[config.mk]
export PLATFORM = sky130hd
export DESIGN_NAME = mem_stage_ctrl
export DESIGN_NICKNAME = d
export VERILOG_FILES = /design/src/rtl/lc3b_types.sv /design/src/rtl/mem_op_decode.sv /design/src/rtl/mem_stage_ctrl.sv
export SDC_FILE = /design/constraint.sdc
export NUM_CORES = 1
export LEC_CHECK = 0
export ABC_AREA = 1
export ABC_CLOCK_PERIOD_IN_PS = 1800
export CORE_AREA = 2 2 90 92
export DETAILED_ROUTE_END_ITERATION = 6
export DIE_AREA = 0 0 92 94
export PLACE_DENSITY = 0.81
export SYNTH_ARGS = -nofsm -noshare
export SYNTH_HDL_FRONTEND = slang
export SYNTH_SLANG_ARGS = --single-unit
[constraint.sdc]
create_clock -name clk -period 1.8 [get_ports clk]
set_clock_uncertainty 0.15 [all_clocks]
set_input_delay 0.18 -clock clk [delete_from_list [all_inputs] [get_ports clk]]
set_output_delay 0.18 -clock clk [all_outputs]
set_load 0.01 [all_outputs]
[src/rtl/lc3b_types.sv]
// Shared LC-3b widths, opcode/state enums and small helpers for the pipeline stages.
// Pure type package: no logic, no latency, no flow control.
package lc3b_types;

    typedef logic [15:0] lc3b_word;
    typedef logic [7:0]  lc3b_byte;

    typedef enum logic [3:0] {
        op_br   = 4'b0000,
        op_add  = 4'b0001,
        op_ldb  = 4'b0010,
        op_stb  = 4'b0011,
        op_jsr  = 4'b0100,
        op_and  = 4'b0101,
        op_ldr  = 4'b0110,
        op_str  = 4'b0111,
        op_rti  = 4'b1000,
        op_not  = 4'b1001,
        op_ldi  = 4'b1010,
        op_sti  = 4'b1011,
        op_jmp  = 4'b1100,
        op_shf  = 4'b1101,
        op_lea  = 4'b1110,
        op_trap = 4'b1111
    } lc3b_opcode;

    typedef enum logic {
        IDLE,
        IND2
    } mem_state;

    // MOP_RI: read pointer then read data (LDI); MOP_RW: read pointer then write (STI)
    typedef enum logic [2:0] {
        MOP_NONE,
        MOP_READ,
        MOP_WRITE,
        MOP_RI,
        MOP_RW
    } lc3b_mem_op;

    function automatic lc3b_word sext_byte(input lc3b_byte b);
        return {{8{b[7]}}, b};
    endfunction

endpackage

[src/rtl/mem_op_decode.sv]
// Opcode -> memory access class and byte-lane flag.
// Purely combinational, zero latency, no flow control.
module mem_op_decode
    import lc3b_types::*;
(
    input  logic [3:0] opcode,
    output logic [2:0] mem_op,
    output logic       is_byte
);

    lc3b_mem_op op;

    always_comb begin
        op      = MOP_NONE;
        is_byte = 1'b0;
        case (lc3b_opcode'(opcode))
            op_ldr, op_trap: op = MOP_READ;
            op_ldb: begin
                op      = MOP_READ;
                is_byte = 1'b1;
            end
            op_str: op = MOP_WRITE;
            op_stb: begin
                op      = MOP_WRITE;
                is_byte = 1'b1;
            end
            op_ldi: op = MOP_RI;
            op_sti: op = MOP_RW;
            default: op = MOP_NONE;
        endcase
    end

    assign mem_op = op;

endmodule

[src/rtl/mem_stage_ctrl.sv]
// MEM stage: performs the EX/MEM data access (incl. LDI/STI double access) and feeds MEM/WB.
// Requests are combinational from decode; stall holds upstream until the final dmem_resp.
module mem_stage_ctrl
    import lc3b_types::*;
(
    input  logic        clk,
    input  logic        rst_n,
    input  logic        ex_valid,
    input  logic [15:0] ex_ir,
    input  logic [15:0] ex_address,
    input  logic [15:0] ex_data,
    input  logic [3:0]  ex_cs,
    input  logic [15:0] ex_npc,
    input  logic [15:0] ex_aluresult,
    input  logic [2:0]  ex_drid,
    input  logic [15:0] dmem_rdata,
    input  logic        dmem_resp,
    output logic [15:0] dmem_address,
    output logic [15:0] dmem_wdata,
    output logic        dmem_read,
    output logic        dmem_write,
    output logic [1:0]  dmem_byte_enable,
    output logic        stall,
    output logic        load_sr,
    output logic [15:0] sr_address_in,
    output logic [15:0] sr_data_in,
    output logic [15:0] sr_npc_in,
    output logic [15:0] sr_aluresult_in,
    output logic [15:0] sr_ir_in,
    output logic [3:0]  sr_cs_in,
    output logic [2:0]  sr_drid_in
);

    mem_state   state;
    mem_state   next_state;
    lc3b_word   ptr;
    logic       ptr_load;
    logic [2:0] dec_op;
    logic       is_byte;
    logic       eff_valid;
    logic       indirect;
    lc3b_mem_op op;
    lc3b_byte   rbyte;

    mem_op_decode u_decode (
        .opcode  (ex_ir[15:12]),
        .mem_op  (dec_op),
        .is_byte (is_byte)
    );

    // Reset is folded in so requests drop the instant rst_n falls, even mid-access.
    assign eff_valid = ex_valid & rst_n;
    assign op        = eff_valid ? lc3b_mem_op'(dec_op) : MOP_NONE;
    assign indirect  = (op == MOP_RI) || (op == MOP_RW);
    assign rbyte     = ex_address[0] ? dmem_rdata[15:8] : dmem_rdata[7:0];

    always_comb begin
        dmem_address     = {ex_address[15:1], 1'b0};
        dmem_wdata       = ex_data;
        dmem_read        = 1'b0;
        dmem_write       = 1'b0;
        dmem_byte_enable = 2'b11;
        stall            = 1'b0;
        ptr_load         = 1'b0;
        next_state       = state;

        if (state == IND2) begin
            dmem_address = {ptr[15:1], 1'b0};
            dmem_read    = (op == MOP_RI);
            dmem_write   = (op == MOP_RW);
            stall        = indirect && !dmem_resp;
            if (!indirect || dmem_resp)
                next_state = IDLE;
        end else begin
            if (is_byte) begin
                dmem_address     = ex_address;
                dmem_byte_enable = ex_address[0] ? 2'b10 : 2'b01;
                if (op == MOP_WRITE)
                    dmem_wdata = {ex_data[7:0], ex_data[7:0]};
            end
            dmem_read  = (op == MOP_READ) || indirect;
            dmem_write = (op == MOP_WRITE);
            if (indirect) begin
                // First access fetches the pointer; the stage register must not load yet.
                stall = 1'b1;
                if (dmem_resp) begin
                    ptr_load   = 1'b1;
                    next_state = IND2;
                end
            end else if (op != MOP_NONE) begin
                stall = !dmem_resp;
            end
        end
    end

    always_ff @(posedge clk or negedge rst_n) begin
        if (!rst_n) begin
            state <= IDLE;
            ptr   <= '0;
        end else begin
            state <= next_state;
            if (ptr_load)
                ptr <= dmem_rdata;
        end
    end

    always_comb begin
        sr_data_in = ex_data;
        case (op)
            MOP_READ, MOP_RI: sr_data_in = is_byte ? sext_byte(rbyte) : dmem_rdata;
            default:          sr_data_in = ex_data;
        endcase
    end

    assign load_sr         = !stall;
    assign sr_address_in   = (state == IND2 && indirect) ? ptr : ex_address;
    assign sr_npc_in       = ex_npc;
    assign sr_aluresult_in = ex_aluresult;
    assign sr_drid_in      = ex_drid;
    assign sr_ir_in        = eff_valid ? ex_ir : 16'h0000;
    assign sr_cs_in        = eff_valid ? ex_cs : 4'h0;

endmodule

==> flow_summary.ini, run 1 <==
[run_status]
status = finished with violations
violations = negative setup slack

[worst_setup_path]
reg2reg_to = ptr[9]
critPathSlowestCell = dfrtp_2
worstSetupPathType = reg -> out
worst_r2r_path_depth = 7
crit_cells = 8
cp.required_ns = 1.47
arrival_ns = 1.58
cp-end-kind = output pin
critPathMaxStageDelay_ns = 0.44
crit_chain = buf_6, buf_6, nand4_1, buf_4, buf_6, nand3_2, nand2_1, buf_2
ff2ff_setup_slack_ns = 0.13
worstPathMaxFanout = 5
critPathTopFamily = buffers and inverters
crit_buf_inv = 5
cp-start-kind = register
r2r-start = state
crit_top_cell = buf_6

[worst_hold_path]
min_path_cells = 0
hp-class = in -> out
hp-start = ex_aluresult[12]
whs_endpoint = sr_aluresult_in[12]

[clocking]
htree_levels = 1
cts_sinks = 17
clockBufferDepth = 2
clkTransAtPathRegs_ns = 0.06
clock-root-buffer = clkbuf_8
clk_latency_ns = 0.24
cts-buffers-inserted = 3
tritoncts = done

[power]
ir_drop_v = 0.000182
leakage_nw = 2.27
fin_total_pwr_mw = 1.65
power_density_mw_per_mm2 = 373

[cells_and_area]
antenna_cells = 0
area_growth_pct = 96.4
register_area_um2 = 427
final_common_cell = nand2_1
fin_util_pct = 58.1
final_area_mm2 = 0.00442
most-common-layout-cells = 132 x nand2_1, 91 x clkdlybuf4s50_1, 56 x buf_4
drive_gt1_share_pct = 32.3
fill_cells = 720
fin_cells = 674
finish.net_count = 680
multi_input_area_mm2 = 0.00150

[die]
core_mm2 = 0.00761
die_w_um = 92
dieArea_mm2 = 0.00865
die_h_um = 94
io-pin-count = 232
fp-row-count = 32
start_util_pct = 29.6

[synth]
yosys_warnings = 0
ys_ff_latch = 17
synth.cell_area_mm2 = 0.00225
yosysSeqAreaShare_pct = 18.9
synthCells = 383
synth_enable_flop_cells = 0
async_flop_share_pct = 100
synth_cell_types = 26
ys.flop_type = dfrtp_1
avgSynthCellArea_um2 = 5.88
syn_nets = 490

[sta]
fmax_ghz = 0.525
hold_viol = 0
fin_crit_sh_pct = 106
finalMaxSlewViolations = 0
finalSetupViolations = 18
rsz0062_at_grt = true
max_slew_margin_pct = 80.2
tightest_slew_ns = 0.296
period_minus_slack_ns = 1.91
setup_slack_ns = -0.106

[drt]
drt_first_pass_iters = 4
num_vias = 3262
via_per_inst = 4.84
drc = 0
ant_nets = 0
drt_iter0_drc = 151
wl_mm = 10.3
wl_per_cell_um = 15.3

[placed_design]
place_congestion = 0.823
placed_cells = 633
portBuffers = 161
dpl-instance-area_mm2 = 0.00397
place_ws_ns = -0.784
hpwl_mm = 7.31

[global_route]
grt_pass1_vias = 3360
grt_max_degree = 32
grt_antenna_before_repair = 0
gr-total-overflow = 0
grt_pass1_wl_mm = 15.8
grt.total_usage_pct = 22.6

[flow_run]
maxCapViolCount = 0
-- state kept, by name, summed over array words and instances, names as in the netlist --
register	flops
ptr	16
state	1
-- metrics by stage --
step | hold WS [ns] | setup TNS [ns]
6_report | 0.210 | -1.16
3_5_place_dp | 0.210 | -46.83
3_3_place_gp | 0.210 | -42.69
5_1_grt | 0.210 | -2.50
2_1_floorplan | -0.266 | 0
4_1_cts | 0.210 | -1.41
-- area by class of cell --
type	count	area share, %
Multi-Input combinational cell	279	34.0
Timing Repair Buffer	244	49.9
Sequential cell	17	9.65
Tap cell	102	2.89
Clock buffer	4	1.02
Inverter	28	2.52
-- worst reg2reg max path: stages (launching register included) --
cell,delay (ns)
dfrtp_2,0.44
buf_6,0.13
buf_6,0.11
buf_4,0.13
nor2_4,0.26
buf_4,0.21
nand3_1,0.10
nand2_1,0.08
-- worst max-delay path by stage --
stage	start	endpoint	slack, ns
3_5_place_dp	rst_n	sr_address_in[13]	-0.78
6_report	state	sr_address_in[7]	-0.11
2_1_floorplan	state	sr_address_in[10]	0.29
4_1_cts	state	dmem_wdata[12]	-0.12
3_3_place_gp	rst_n	sr_address_in[12]	-0.71
5_1_grt	state	sr_address_in[7]	-0.16
-- where the power goes --
part	internal [mW]	total, mW	leakage, nW	switching, mW
sequential	0.475	0.555	0.217	0.0805
combinational	0.439	0.817	2.03	0.377
clock	0.157	0.276	0.0228	0.120
total	1.07	1.65	2.27	0.578
-- layer usage --
| metal | global-route usage [%] | up-vias | part of all wire, % |
|---|---|---|---|
| met2 | 44.9 | 162 | 53 |
| li1 | - | 1569 | - |
| met5 | 0 | - | 0 |
| met3 | 2.25 | 30 | 6.2 |
| met4 | 7.09 | 0 | 2.4 |
| met1 | 25.2 | 1501 | 38 |
-- synthesized netlist by cell type, types with 4 or more instances --
master | count | area (µm²)
o21a_1 | 8 | 60.1
o21ai_0 | 9 | 45.0
dfrtp_1 | 17 | 425
inv_1 | 25 | 93.8
buf_4 | 46 | 345
nor2_1 | 21 | 78.8
buf_2 | 7 | 35.0
a21oi_1 | 9 | 45.0
clkbuf_1 | 4 | 15.0
a2bb2oi_1 | 7 | 61.3
nand3_1 | 64 | 320
nand2_2 | 4 | 25.0
nand2_1 | 137 | 514
-- cells by family (layout without fill, tap and decap cells) --
| logic type | Yosys count | count (layout) | synth area share [%] |
|---|---|---|---|
| simple gates | 240 | 243 | 47.1 |
| buf+inv | 90 | 276 | 23.7 |
| compound gates | 36 | 36 | 10.3 |
| flops | 17 | 17 | 18.9 |
-- what timing repair did --
| action | in CTS | in global routing |
|---|---|---|
| hold buffers | 1 | 0 |
| setup endpoints to repair | 98 | 63 |
| pin swaps | 20 | 18 |
| setup buffers | 21 | 9 |
| hold endpoints to repair | 17 | 0 |
| resized for setup | 232 | 53 |
| cloned | 6 | 1 |
Note: power is estimated with default switching activity, not from simulation.
==> inputs of run 2 (changes only) <==
--- a/config.mk
+++ b/config.mk
@@ -7,10 +7,10 @@
 export LEC_CHECK = 0
 export ABC_AREA = 1
 export ABC_CLOCK_PERIOD_IN_PS = 1800
-export CORE_AREA = 2 2 90 92
+export CORE_MARGIN = 3
+export CORE_UTILIZATION = 30
 export DETAILED_ROUTE_END_ITERATION = 6
-export DIE_AREA = 0 0 92 94
-export PLACE_DENSITY = 0.81
+export PLACE_DENSITY = 0.82
 export SYNTH_ARGS = -nofsm -noshare
 export SYNTH_HDL_FRONTEND = slang
 export SYNTH_SLANG_ARGS = --single-unit
==> run 2 against run 1 <==
Net effect:
- maximum frequency up 1.7%
- critical path depth up 1
- final area is 1.4% higher
- the run still ends with negative setup slack left
==> flow_summary.ini, run 2 (same netlist as run 1, synthesis figures left out) <==
[global_route]
met3_usage_pct = 2.84
grtUsageMet1_pct = 23.4
busiest_layer = met2
grt_pass1_wl_mm = 15.2
grt.total_usage_pct = 21.7
grt.met2_usage_pct = 42.7
grt_max_degree = 33
gr-total-overflow = 0
grt_pass1_vias = 3219
grt_antenna_before_repair = 0

[cells_and_area]
finish.net_count = 677
fin_cells = 665
register_area_um2 = 427
fill_cells = 609
final_common_cell = nand2_1
most-common-layout-cells = 125 x nand2_1, 92 x clkdlybuf4s50_1, 54 x buf_4
fin_util_pct = 63.9
largest-register = ptr
multi_input_area_mm2 = 0.00161
area_growth_pct = 99.2
drive_gt1_share_pct = 35.7
final_area_mm2 = 0.00448
antenna_cells = 0
biggestRegsByFlops = ptr: 16 flops, state: 1 flops
largest_register_ffs = 16

[worst_setup_path]
cp.required_ns = 1.47
cp-start-kind = register
worstSetupPathType = reg -> out
worstPathMaxFanout = 6
arrival_ns = 1.54
cp-end-kind = output pin
ff2ff_setup_slack_ns = 0.16

[sta]
finalSetupViolations = 12
finalSetupTns_ns = -0.482
fin_crit_sh_pct = 104
hold_viol = 0
max_slew_margin_pct = 84.2
tightest_slew_ns = 0.234
rsz0062_at_grt = true
finalMaxSlewViolations = 0
setup_slack_ns = -0.0744
fmax_ghz = 0.534
period_minus_slack_ns = 1.87

[placed_design]
place_congestion = 0.807
hpwl_mm = 7.29
portBuffers = 161
placed_cells = 620
dpl-instance-area_mm2 = 0.00389

[clocking]
clk_latency_ns = 0.24
htree_levels = 1
clock-root-buffer = clkbuf_8
cts-buffers-inserted = 3
clockBufferDepth = 2
cts_sinks = 17
tritoncts = done
clkTransAtPathRegs_ns = 0.06

[worst_hold_path]
hp-class = in -> out

[die]
dieArea_mm2 = 0.00858
die_w_um = 92.6
io-pin-count = 232
core_mm2 = 0.00702
start_util_pct = 32.1
fp-row-count = 30
die_h_um = 92.6

[drt]
via_per_inst = 4.84
num_vias = 3221
wl_mm = 10.5
wl_per_cell_um = 15.8
drt_first_pass_iters = 4
drc = 0
ant_nets = 0
drt_iter0_drc = 110

[run_status]
status = finished with violations
violations = negative setup slack

[power]
leakage_nw = 2.25
ir_drop_v = 0.000150
power_density_mw_per_mm2 = 370
fin_total_pwr_mw = 1.66

[flow_run]
maxCapViolCount = 0
==> run 2: cell count changes in the layout (fill, tap and decap cells not counted), sizes merged <==
cell           before  now
dlygate4sd2        20    8
clkinv              2    1
nand2             147  146
clkdlybuf4s50      91   92
inv                26   27
clkdlybuf4s15       7   11
clkbuf             11   17
buf               117  116
nor2               27   28
bufbuf              1    0
==> run 2: layout make-up <==
class | count | share of cell area [%]
Timing Repair Buffer | 241 | 48.1
Multi-Input combinational cell | 279 | 35.9
Tap cell | 96 | 2.68
Sequential cell | 17 | 9.52
Inverter | 28 | 2.74
Clock buffer | 4 | 1.00
==> run 2: worst paths after layout <==
kind,from,endpoint,cells after the start
min in group asynchronous,rst_n,ptr[7],3
max in group asynchronous,rst_n,state,3
worst max register to register,state,ptr[2],6
worst max-delay path,state,dmem_wdata[13],9
worst min register to register,ptr[0],ptr[0],2
worst min-delay path,ex_npc[10],sr_npc_in[10],0
==> run 2: where the power goes <==
part / internal [mW] / switching, mW / leakage (nW)
Combinational: 0.442 / 0.390 / 2.01
Sequential: 0.475 / 0.0792 / 0.217
Clock: 0.157 / 0.115 / 0.0228
==> run 2: what timing repair did <==
action,CTS,global route
gates cloned,4,2
buffers inserted,22,15
hold buffers,1,0
pin swaps,15,31
endpoints found under the hold margin,17,0
gates resized for setup,247,94
endpoints found under the setup margin,98,48
==> run 2: per-layer routing <==
layer,vias to the layer above,share of wire (%)
li1,1565,-
met2,144,53
met4,0,2.9
met5,-,0
met1,1475,38
met3,37,6.1
==> run 2: stage by stage <==
stage / setup WS, ns / hold WS, ns
final: -0.0744 / 0.210
after global routing: -0.141 / 0.210
after CTS: -0.135 / 0.210
after detailed placement: -0.769 / 0.210
after global placement: -0.735 / 0.210
after floorplan: 0.294 / -0.266
==> run 2: worst max-delay path: stages (launching register included) <==
cell and delay (ns):
dfrtp_2 0.47, clkinv_4 0.08, nand2_4 0.06, buf_6 0.12
buf_6 0.11, nor2_4 0.10, buf_6 0.12, nand3_2 0.07
nand2_1 0.06, buf_2 0.12
==> inputs of run 3 (changes only) <==
--- a/config.mk
+++ b/config.mk
@@ -7,10 +7,10 @@
 export LEC_CHECK = 0
 export ABC_AREA = 1
 export ABC_CLOCK_PERIOD_IN_PS = 1800
-export CORE_MARGIN = 3
-export CORE_UTILIZATION = 30
+export CORE_AREA = 2 2 90 92
 export DETAILED_ROUTE_END_ITERATION = 6
-export PLACE_DENSITY = 0.82
+export DIE_AREA = 0 0 92 94
+export PLACE_DENSITY = 0.81
 export SYNTH_ARGS = -nofsm -noshare
 export SYNTH_HDL_FRONTEND = slang
 export SYNTH_SLANG_ARGS = --single-unit
==> results of run 3 <==
Same layout as run 1: the final DEF is identical, and so are final timing and power.
